`src/rtl/time_set_controller.sv`:
```
// Push-button HH:MM editor feeding the alarm clock core's load interface.
// Optional TIMESET_AUTOREPEAT_EN: held btn_inc auto-repeats after REPEAT_DELAY cycles.
module time_set_controller #(
  parameter int unsigned TIMEOUT_S = 30
`ifdef TIMESET_AUTOREPEAT_EN
  , parameter int unsigned REPEAT_DELAY = 2
`endif
) (
  input  logic       clock_1s,
  input  logic       reset,
  input  logic       btn_mode,
  input  logic       btn_inc,
  input  logic       btn_cancel,
  input  logic       target_alarm,
  input  logic [1:0] cur_hour1,
  input  logic [3:0] cur_hour0,
  input  logic [3:0] cur_min1,
  input  logic [3:0] cur_min0,
  output logic [1:0] hour_in1,
  output logic [3:0] hour_in0,
  output logic [3:0] minute_in1,
  output logic [3:0] minute_in0,
  output logic       load_time,
  output logic       load_alarm,
  output logic       editing,
  output logic [1:0] edit_digit
);

  typedef enum logic [2:0] {
    IDLE,
    SET_H1,
    SET_H0,
    SET_M1,
    SET_M0,
    COMMIT
  } state_t;

  localparam logic [5:0] TO_LAST = 6'(TIMEOUT_S - 1);

  state_t     state, state_n;
  logic       mode_q, inc_q, cancel_q;
  logic       target_q;
  logic [1:0] h1, h1_n;
  logic [3:0] h0, h0_n, m1, m1_n, m0, m0_n;
  logic [5:0] to_cnt;

  logic mode_p, inc_p, cancel_p, inc_ev;
  logic in_set, enter, advance, abort, do_inc, timeout_hit, any_act;
  logic [1:0] c_h1;
  logic [3:0] c_h0, c_m1, c_m0;

  assign mode_p   = btn_mode & ~mode_q;
  assign inc_p    = btn_inc & ~inc_q;
  assign cancel_p = btn_cancel & ~cancel_q;

`ifdef TIMESET_AUTOREPEAT_EN
  localparam logic [7:0] REP = 8'(REPEAT_DELAY);
  logic [7:0] rep_cnt;

  // rep_cnt counts consecutive high cycles of btn_inc, saturating at REP
  always_ff @(posedge clock_1s or posedge reset) begin
    if (reset)
      rep_cnt <= '0;
    else if (!btn_inc)
      rep_cnt <= '0;
    else if (rep_cnt < REP)
      rep_cnt <= rep_cnt + 8'd1;
  end

  assign inc_ev = inc_p | (btn_inc & inc_q & (rep_cnt >= REP));
`else
  assign inc_ev = inc_p;
`endif

  assign in_set      = (state == SET_H1) || (state == SET_H0) ||
                       (state == SET_M1) || (state == SET_M0);
  assign any_act     = mode_p | cancel_p | inc_ev;
  assign timeout_hit = in_set && !any_act && (to_cnt == TO_LAST);
  assign enter       = (state == IDLE) && mode_p && !cancel_p;
  assign abort       = in_set && (cancel_p || timeout_hit);
  assign advance     = in_set && !cancel_p && mode_p;
  assign do_inc      = in_set && !cancel_p && !mode_p && inc_ev;

  // Out-of-range current time is clamped into 00:00..23:59 on copy
  assign c_h1 = (cur_hour1 > 2'd2) ? 2'd2 : cur_hour1;
  assign c_h0 = ((c_h1 == 2'd2) && (cur_hour0 > 4'd3)) ? 4'd3 :
                (cur_hour0 > 4'd9) ? 4'd9 : cur_hour0;
  assign c_m1 = (cur_min1 > 4'd5) ? 4'd5 : cur_min1;
  assign c_m0 = (cur_min0 > 4'd9) ? 4'd9 : cur_min0;

  always_ff @(posedge clock_1s or posedge reset) begin
    if (reset)
      state <= IDLE;
    else
      state <= state_n;
  end

  always_comb begin
    state_n = state;
    unique case (state)
      IDLE:    if (enter) state_n = SET_H1;
      SET_H1:  if (abort) state_n = IDLE; else if (advance) state_n = SET_H0;
      SET_H0:  if (abort) state_n = IDLE; else if (advance) state_n = SET_M1;
      SET_M1:  if (abort) state_n = IDLE; else if (advance) state_n = SET_M0;
      SET_M0:  if (abort) state_n = IDLE; else if (advance) state_n = COMMIT;
      COMMIT:  state_n = IDLE;
      default: state_n = IDLE;
    endcase
  end

  always_comb begin
    editing    = 1'b0;
    edit_digit = '0;
    load_time  = 1'b0;
    load_alarm = 1'b0;
    unique case (state)
      SET_H1: begin editing = 1'b1; edit_digit = 2'd0; end
      SET_H0: begin editing = 1'b1; edit_digit = 2'd1; end
      SET_M1: begin editing = 1'b1; edit_digit = 2'd2; end
      SET_M0: begin editing = 1'b1; edit_digit = 2'd3; end
      COMMIT: begin
        load_alarm = target_q;
        load_time  = ~target_q;
      end
      default: ;
    endcase
  end

  always_comb begin
    h1_n = h1;
    h0_n = h0;
    m1_n = m1;
    m0_n = m0;
    if (enter) begin
      h1_n = c_h1;
      h0_n = c_h0;
      m1_n = c_m1;
      m0_n = c_m0;
    end else if (do_inc) begin
      unique case (state)
        SET_H1: begin
          h1_n = (h1 >= 2'd2) ? 2'd0 : h1 + 2'd1;
          // H0 must stay legal when the tens digit moves to 2
          if ((h1_n == 2'd2) && (h0 > 4'd3)) h0_n = 4'd3;
        end
        SET_H0: begin
          if (h1 == 2'd2) h0_n = (h0 >= 4'd3) ? 4'd0 : h0 + 4'd1;
          else            h0_n = (h0 >= 4'd9) ? 4'd0 : h0 + 4'd1;
        end
        SET_M1:  m1_n = (m1 >= 4'd5) ? 4'd0 : m1 + 4'd1;
        SET_M0:  m0_n = (m0 >= 4'd9) ? 4'd0 : m0 + 4'd1;
        default: ;
      endcase
    end
  end

  always_ff @(posedge clock_1s or posedge reset) begin
    if (reset) begin
      mode_q   <= 1'b0;
      inc_q    <= 1'b0;
      cancel_q <= 1'b0;
      target_q <= 1'b0;
      h1       <= '0;
      h0       <= '0;
      m1       <= '0;
      m0       <= '0;
      to_cnt   <= '0;
    end else begin
      mode_q   <= btn_mode;
      inc_q    <= btn_inc;
      cancel_q <= btn_cancel;
      if (enter) target_q <= target_alarm;
      h1 <= h1_n;
      h0 <= h0_n;
      m1 <= m1_n;
      m0 <= m0_n;
      if (!in_set || any_act || timeout_hit)
        to_cnt <= '0;
      else
        to_cnt <= to_cnt + 6'd1;
    end
  end

  assign hour_in1   = h1;
  assign hour_in0   = h0;
  assign minute_in1 = m1;
  assign minute_in0 = m0;

endmodule
```
`config.mk`:
```
export PLATFORM = sky130hd
export DESIGN_NAME = time_set_controller
export DESIGN_NICKNAME = d
export VERILOG_FILES = /design/src/rtl/time_set_controller.sv
export SDC_FILE = /design/constraint.sdc
export NUM_CORES = 1
export LEC_CHECK = 0
export ABC_AREA = 1
export ABC_CLOCK_PERIOD_IN_PS = 1850
export CORE_MARGIN = 3
export CORE_UTILIZATION = 40
export DETAILED_ROUTE_END_ITERATION = 16
export PLACE_DENSITY = 0.62
export SYNTH_ARGS = -nofsm -noshare
export SYNTH_HDL_FRONTEND = slang
export SYNTH_SLANG_ARGS = --single-unit
```
`constraint.sdc`:
```
create_clock -name clock_1s -period 1.85 [get_ports clock_1s]
set_input_delay 0.4625 -clock clock_1s [delete_from_list [all_inputs] [get_ports clock_1s]]
set_output_delay 0.4625 -clock clock_1s [all_outputs]
set_load 0.005 [all_outputs]
```
[Yosys cells after proc, flatten, opt, wreduce, memory -nomap -nowiden]
Index checks and enable logic that the tools add are counted.
Word-level totals
  register bits after elaboration: 27
  word-level logic and storage cells: 122
  input port bits: 20
Cells by class
  $lt $le $gt $ge: 11
  reduce and logical (&&, ||, !) cells: 33
  $add $sub $neg: 5
  bitwise logic cells: 9
  equality and inequality tests: 15
  multiplexer cells: 39
Operator list (count)
  $mux 4: 18
  $mux 3: 9
  $pmux 3 s5: 1
  $add 4x1->4 const B: 3
  $ne 3x3->1 const B: 4
  $logic_and 1x1->1: 11
  $mux 2: 5
  $ge 4x4->1 const B: 2
  $gt 4x2->1 const B: 2
  $gt 4x4->1 const B: 2
  $pmux 4 s2: 1
  $reduce_bool 2->1: 4
  $add 6x1->6 const B: 1
  $eq 2x2->1 const B: 3
  $eq 3x2->1 const B: 2
  $eq 3x3->1 const B: 2
  $eq 6x5->1 const B: 1
  $logic_or 1x1->1: 6
  $mux 6: 1
  $pmux 2 s3: 1
  $reduce_and 2->1: 3
  $reduce_and 5->1: 1
  $ge 4x2->1 const B: 1
  $ge 4x3->1 const B: 1
  16 further kinds: 27

[Longest topological paths before layout]
Gate-level depths: netlist of the first run.
  depth in word-level cells: 11
  gate-level depth with buffers: 11

[Worst setup path before layout of the first run]
Ideal clock, no wire load.
  kind: input to register
  from: in btn_mode
  to: reg m1[2] (netlist: minute_in1[2])
  cell stages on the path: 8
  setup slack: 523 ps
  data arrival time: 1206 ps
  library setup time: 120 ps
  cells stage by stage: inv_1 -> nor2_2 -> nand2_1 -> nor2_4 -> buf_4 -> nor3_1 -> o21ai_1 -> nand2_1
Between the ends
  word-level cells in the longest chain between the ends: 6
  elaborated cells between the ends (all ways): 10
  classes of those cells: 1 x mux; 1 x bitwise; 8 x reduce/logical
RTL lines
  from (decl): line 11  | input logic btn_mode,
  $and 1x1->1 (*): line 52  | assign mode_p = btn_mode & ~mode_q;
  $logic_not 1->1: line 82  | assign do_inc = in_set && !cancel_p && !mode_p && inc_ev;
  $logic_and 1x1->1 (2 in a row): line 82
  $reduce_bool 2->1 (no source line)
  $reduce_and 2->1 (no source line)
  to (signal assigned): line 175  | m1 <= m1_n;
  to (decl): line 44  | logic [3:0] h0, h0_n, m1, m1_n, m0, m0_n;
Every way passes the cells marked *; elsewhere a longest branch is shown, timed or not.
A chain may end at the register's enable or synchronous reset.

[Final worst setup path of the first run]
  from: reg state[1]
  to: out editing
Between the ends
  word-level cells in the longest chain between the ends: 3
  elaborated cells between the ends (all ways): 6
  classes of those cells: 4 x eq/ne; 1 x mux; 1 x reduce/logical
RTL lines
  from (decl): line 40  | state_t state, state_n;
  from (signal assigned): line 95  | state <= state_n;
  $eq 3x1->1 (tied with other cells): line 116  | unique case (state)
  $reduce_or 4->1 (no source line) (*)
  $mux 1 (*): line 116
  to (decl): line 25  | output logic editing,
Marked as above.

==> results of run 1 <==
==> worst max path at each step <==
stage	start	to	slack [ns]	cells past startpoint
2_1_floorplan	btn_mode	minute_in1[2]	0.52	8
3_3_place_gp	btn_mode	minute_in0[3]	-0.08	8
3_5_place_dp	btn_mode	minute_in0[3]	-0.1	8
4_1_cts	state[0]	edit_digit[1]	0.0005	5
5_1_grt	state[1]	edit_digit[1]	0.02	5
6_report	state[1]	editing	0.08	3
==> timing repair <==
item / 4_1_cts / 5_1_grt
pin swaps: 3 / 3
endpoints found under the setup margin: 5 / 3
gates resized for setup: 14 / 3
setup buffers: 8 / 0
cloned: 0 / 0
==> final cells by class <==
| cell class | count | area, um2 | area share (%) |
|---|---|---|---|
| well taps | 65 | 81.3 | 3.10 |
| multi-input cells | 205 | 1140 | 43.3 |
| flip-flops and latches | 27 | 678 | 25.8 |
| clock buffers | 3 | 41.3 | 1.57 |
| clock inverters | 1 | 5.00 | 0.191 |
| repair buffers | 60 | 539 | 20.5 |
| inverters | 38 | 143 | 5.43 |
==> cell usage in the layout (no fill, tap or decap), types with 2 or more instances in the layout <==
| cell | netlist | routed |
|---|---|---|
| nor2_1 | 34 | 34 |
| nand3_2 | 2 | 4 |
| a21oi_1 | 3 | 3 |
| nor2_2 | 3 | 3 |
| nand2_1 | 80 | 78 |
| o21ai_0 | 6 | 6 |
| xor2_1 | 5 | 5 |
| dfrtp_2 | 0 | 2 |
| dfrtp_1 | 27 | 25 |
| o21ai_1 | 5 | 5 |
| nand2_2 | 3 | 5 |
| clkbuf_2 | 0 | 2 |
| nand3_1 | 31 | 29 |
| nor2_4 | 3 | 3 |
| ha_1 | 11 | 11 |
| clkbuf_8 | 0 | 3 |
| inv_1 | 36 | 36 |
| dlygate4sd2_1 | 0 | 3 |
| buf_4 | 2 | 20 |
| o21ai_2 | 2 | 2 |
| xnor2_1 | 2 | 2 |
| inv_2 | 2 | 2 |
| buf_6 | 1 | 2 |
| nor3_1 | 2 | 2 |
| nand2_4 | 4 | 4 |
| clkdlybuf4s50_1 | 0 | 33 |
==> metrics by stage <==
stage | area [um2] | util (%) | hold slack [ns] | TNS [ns] | total power (uW)
2_1_floorplan | 1970 | - | 0.461 | 0 | 2300
3_3_place_gp | 2510 | 55.3 | 0.484 | -0.635 | 3060
3_5_place_dp | 2510 | 55.3 | 0.492 | -0.791 | 3080
4_1_cts | 2630 | 58.0 | 0.506 | 0 | 3540
5_1_grt | 2630 | 57.9 | 0.554 | 0 | 3870
6_report | 2630 | 57.9 | 0.506 | 0 | 3510
==> layer usage <==
layer | vias up | track usage (%) | wire length [um]
li1 | 971 | - | -
met1 | 826 | 20.2 | 2070
met2 | 42 | 26.7 | 1990
met3 | 2 | 1.65 | 157
met4 | 0 | 4.17 | 38
met5 | - | 0 | 0
==> sequential cells by signal, indices dropped and copies added (netlist names) <==
signal,cells
to_cnt,6
minute_in0,4
hour_in0,4
state,3
mode_q,1
minute_in1,4
hour_in1,2
target_q,1
cancel_q,1
inc_q,1
==> worst max-delay path: stages, from the launching register on <==
cell and delay, ns:
dfrtp_2 0.47, o21ai_2 0.26, nand2_8 0.06, dlygate4sd2_1 0.26
==> logic make-up (layout without fill, tap and decap cells) <==
family,count (synthesis),count (layout),share of synthesized area [%]
adders and majority gates,11,11,7.00
and+or+nand+nor,167,167,40.3
buffers and inverters,41,102,8.59
DFF,27,27,34.4
xor gates and xnor gates,7,7,3.12
AOI/OAI and AO/OA,20,20,6.62
==> power by group through the flow <==
stage / clock, uW / combinational [uW] / sequential, uW
floorplan: 0 / 1290 / 1010
global placement: 0 / 2000 / 1060
detailed placement: 0 / 2010 / 1070
CTS: 351 / 2150 / 1040
global route: 376 / 2400 / 1090
finish: 338 / 2120 / 1040
==> results by group, run 1 <==
Clock tree
  • Maximum root-to-sink buffer count: 2
  • CTS tree: built
  • Clock sink count: 27
  • Root Driver: clkbuf_8
  • Worst skew pair latency: 0.27 ns
  • Reg clk slew, reported paths: 0.10 ns
  • Max H-tree Level: 1
  • Total CTS buffers: 3
  • CTS Hold Buffers Added: 0

Synthesis
  • Synth Warn #: 0
  • Synth Area per Inst: 7.20 um2
  • Area of the mapped netlist: 1970 um2
  • Synthesized flop and latch total: 27
  • Number of distinct library cells after synthesis: 30
  • Post-Syn Instances: 273
  • Most frequent cell after synthesis: nand2_1
  • Seq/Total Area, Yosys: 34.4%
  • FFs w/ async S/R, synth: 100%
  • Yosys top cell by area: dfrtp_1
  • Syn_nets: 304
  • Primary FF master, synth: dfrtp_1
  • Post-synth EDFFs: 0
  • Post-synth top cells: 80 x nand2_1, 36 x inv_1, 34 x nor2_1
  • Synth top area cells: dfrtp_1 34%, nand2_1 15%, nand3_1 7.9%, ha_1 7.0%, inv_1 6.9%
  • Yosys top cell area share: 34.4%

Layout
  • Final std cells w/o fill: 399
  • Antenna Cells: 0
  • Layout cell share with drive strength beyond 1: 18.0%
  • P&R area growth vs syn: 33.5%
  • Filler cells: 440
  • Final nets: 366

Floorplan
  • Starting Density: 43.4%
  • DIE HEIGHT: 76.1 um
  • # rows: 24
  • Core ar.: 4530 um2
  • Die area: 5790 um2
  • Die Wd: 76.1 um
  • I/O pin cnt: 39

Global routing
  • Largest net degree at the start of global routing: 28
  • Global route overflow: 0
  • Number of global-route vias before repair: 1760
  • Global-route usage over all layers: 15.3%
  • Antenna violations before repair: 0
  • Global-route wire length before repair: 7630 um

Worst hold path
  • Tightest Hold Check Type: reg -> reg
  • HP Start: to_cnt[0]
  • Hold Path Sink: to_cnt[0]
  • Worst hold stages: 1

Detailed routing
  • 1st-iter DRT viols: 49
  • Average wire per standard cell: 10.7 um
  • Via/cell ratio: 4.61
  • Detailed-route DRC error count: 0
  • Antenna viol nets, final: 0
  • Vias: 1841
  • Router iterations before antenna repair: 4
  • DRT Wirelength: 4260 um

STA
  • Final Hold Vio Count: 0
  • Slew Limit Fails: 0
  • Rel. slew slack: 76.4%
  • Min setup slack post-route: 0.0778 ns
  • Final setup viols: 0
  • Tmin final: 1.77 ns
  • Fmax: 564 MHz
  • Measured slew at the worst slew-check pin: 0.354 ns
  • Period utilization: 95.8%
  • Clock skew: 0.00413 ns
  • RSZ-0062 raised after global routing: no

Power
  • Net switching power: 1540 uW
  • Reg power frac: 29.8%
  • Clk network pwr share: 9.6%
  • Switching Fraction: 44.0%
  • Comb pwr share: 60.6%
  • IR drop worst, VDD: 0.652 mV
  • Pwr Density: 1340 nW/um2
  • Pleak: 0.00135 uW
  • Internal: 1960 uW

Worst setup path
  • Type of the worst setup path: reg -> out
  • FF-to-FF path depth: 9
  • CP required: 1.39 ns
  • Worst Path Arrival: 1.31 ns
  • Critical Path Start Type: flip-flop
  • R2R setup slack: 0.36 ns
  • Reg2reg start: state[1]
  • Maximum fanout along the worst path: 5
  • Reg2reg end: hour_in1[1]
  • Critical Path End Type: output pin

Outcome
  • Status: complete, no violations

Placement
  • GPL Wtd Cong: 0.838
  • IO buf count: 38
  • Final HPWL DP: 3330 um
  • Pre-CTS setup slack: -0.0965 ns
  • Placed instance count: 387

Run
  • Max Cap Viol: 0
No activity file was read; power rests on OpenSTA's default activity.
==> run 2, diff against run 1 <==
CORE_ASPECT_RATIO = 1.2   (was not set)
==> results by group, run 2 (synthesis results as in run 1) <==
Global routing
  • Largest net degree at the start of global routing: 28
  • Global-route usage over all layers: 15.7%
  • Number of global-route vias before repair: 1787
  • Global route overflow: 0
  • Antenna violations before repair: 0
  • Global-route wire length before repair: 7760 um

Power
  • Comb pwr share: 60.7%
  • Reg power frac: 29.5%
  • IR drop worst, VDD: 0.741 mV
  • Pleak: 0.00137 uW
  • Net switching power: 1540 uW
  • Internal: 2010 uW
  • Switching Fraction: 43.3%
  • Clk network pwr share: 9.7%
  • Pwr Density: 1340 nW/um2

Worst setup path
  • Critical Path Start Type: flip-flop
  • Crit-path leading delay family: flip-flops
  • Critical path buffers and inverters: 2
  • Reg2reg start: state[0]
  • Reg2reg end: hour_in1[0]
  • CP cell instances: nor2_4 -> nand2_4 -> buf_4 -> nand2_2 -> dlymetal6s2s_1
  • Slowest CP cell: dfrtp_2
  • FF-to-FF path depth: 11
  • R2R setup slack: 0.27 ns
  • Crit path from: state[0]
  • Type of the worst setup path: reg -> out
  • Critical Path End Type: output pin
  • CP required: 1.39 ns
  • Maximum fanout along the worst path: 5
  • Worst Path Arrival: 1.32 ns
  • Slowest stage delay, CP: 0.48 ns

Worst hold path
  • Tightest Hold Check Type: reg -> reg
  • Hold Path Sink: to_cnt[0]
  • Worst hold stages: 1
  • HP Start: to_cnt[0]

STA
  • Clock skew: 0.00245 ns
  • Slew Limit Fails: 0
  • Period utilization: 96.2%
  • Rel. slew slack: 75.5%
  • Min setup slack post-route: 0.0701 ns
  • Final Hold Vio Count: 0
  • Final setup viols: 0
  • RSZ-0062 raised after global routing: yes
  • Setup_tns: 0 ns
  • Tmin final: 1.78 ns
  • Fmax: 562 MHz
  • Measured slew at the worst slew-check pin: 0.368 ns

Floorplan
  • Die Wd: 70.0 um
  • Core ar.: 4660 um2
  • Die area: 5800 um2
  • I/O pin cnt: 39
  • # rows: 27
  • Starting Density: 42.2%
  • DIE HEIGHT: 82.8 um

Detailed routing
  • Antenna viol nets, final: 0
  • Detailed-route DRC error count: 0
  • Via/cell ratio: 4.67
  • DRT Wirelength: 4360 um
  • 1st-iter DRT viols: 67
  • Average wire per standard cell: 11.1 um
  • Router iterations before antenna repair: 4
  • Vias: 1834

Placement
  • Pre-CTS setup slack: -0.116 ns
  • GPL Wtd Cong: 0.812
  • Final HPWL DP: 3330 um
  • IO buf count: 38

Layout
  • Layout cell share with drive strength beyond 1: 16.7%
  • Most common cell after layout, fill and taps aside: nand2_1
  • Antenna Cells: 0
  • Final nets: 367
  • Filler cells: 444
  • P&R area growth vs syn: 34.7%
  • Most flops, register: to_cnt
  • Commonest cells after routing, fill and taps aside: 79 x nand2_1, 36 x inv_1, 34 x nor2_1
  • Largest register FFs: 6

Clock tree
  • Reg clk slew, reported paths: 0.10 ns
  • Worst skew pair latency: 0.27 ns
  • Total CTS buffers: 3
  • Root Driver: clkbuf_8
  • Max H-tree Level: 1
  • CTS tree: built
  • Clock sink count: 27
  • Maximum root-to-sink buffer count: 2

Outcome
  • Status: complete, no violations

Run
  • Max Cap Viol: 0
==> run 2: changes by cell type in the layout (fill, tap and decap cells not counted), moves of 2 or more <==
cell / before / now
clkdlybuf4s15_1: 0 / 3
dlygate4sd2_1: 3 / 0
clkbuf_2: 2 / 0
nand3_1: 29 / 31
nand3_2: 4 / 2
==> run 2: worst max path at each step <==
stage                          endpoint  cells past startpoint
after CTS                 edit_digit[1]                      4
final                     edit_digit[1]                      5
after global routing         load_alarm                      4
after global placement    minute_in1[2]                      9
after floorplan           minute_in1[2]                      8
after detailed placement  minute_in1[2]                      9
==> run 2: per-layer routing <==
metal  vias to the layer above  global-route usage [%]  wire length, um
li1                        973                       -                -
met5                         -                       0                0
met2                        33                    26.9             2070
met3                         4                    1.57              155
met1                       824                    21.2             2090
met4                         0                    3.83               55
==> run 2: final cells by class <==
type / instances / area [um2] / share of cell area (%)
sequential: 27 / 678 / 25.6
inverter: 38 / 143 / 5.38
multi-input combinational: 205 / 1140 / 42.9
timing repair buffer: 61 / 574 / 21.7
clock buffer: 4 / 45.0 / 1.70
tap: 58 / 72.6 / 2.74
==> run 2: power by group through the flow <==
stage | clock (uW) | sequential, uW | combinational, uW
2_1_floorplan | 0 | 1010 | 1290
3_3_place_gp | 0 | 1060 | 2020
3_5_place_dp | 0 | 1060 | 2030
4_1_cts | 360 | 1040 | 2120
5_1_grt | 383 | 1080 | 2470
6_report | 345 | 1050 | 2150
==> run 2: stage by stage <==
stage / utilization (%) / total power (uW) / area, um2 / instances / hold slack [ns]
detailed placement: 53.9 / 3080 / 2510 / 380 / 0.488
floorplan: - / 2300 / 1970 / 273 / 0.461
finish: 56.8 / 3550 / 2650 / 393 / 0.504
global placement: 53.9 / 3080 / 2510 / 380 / 0.482
CTS: 55.9 / 3520 / 2610 / 390 / 0.502
global route: 56.8 / 3930 / 2650 / 393 / 0.520
==> run 2: repair_timing <==
item / 4_1_cts / 5_1_grt
hold buffers: 0 / 0
endpoints found under the setup margin: 5 / 7
pin swaps: 2 / 6
setup buffers: 6 / 3
gates resized for setup: 10 / 9
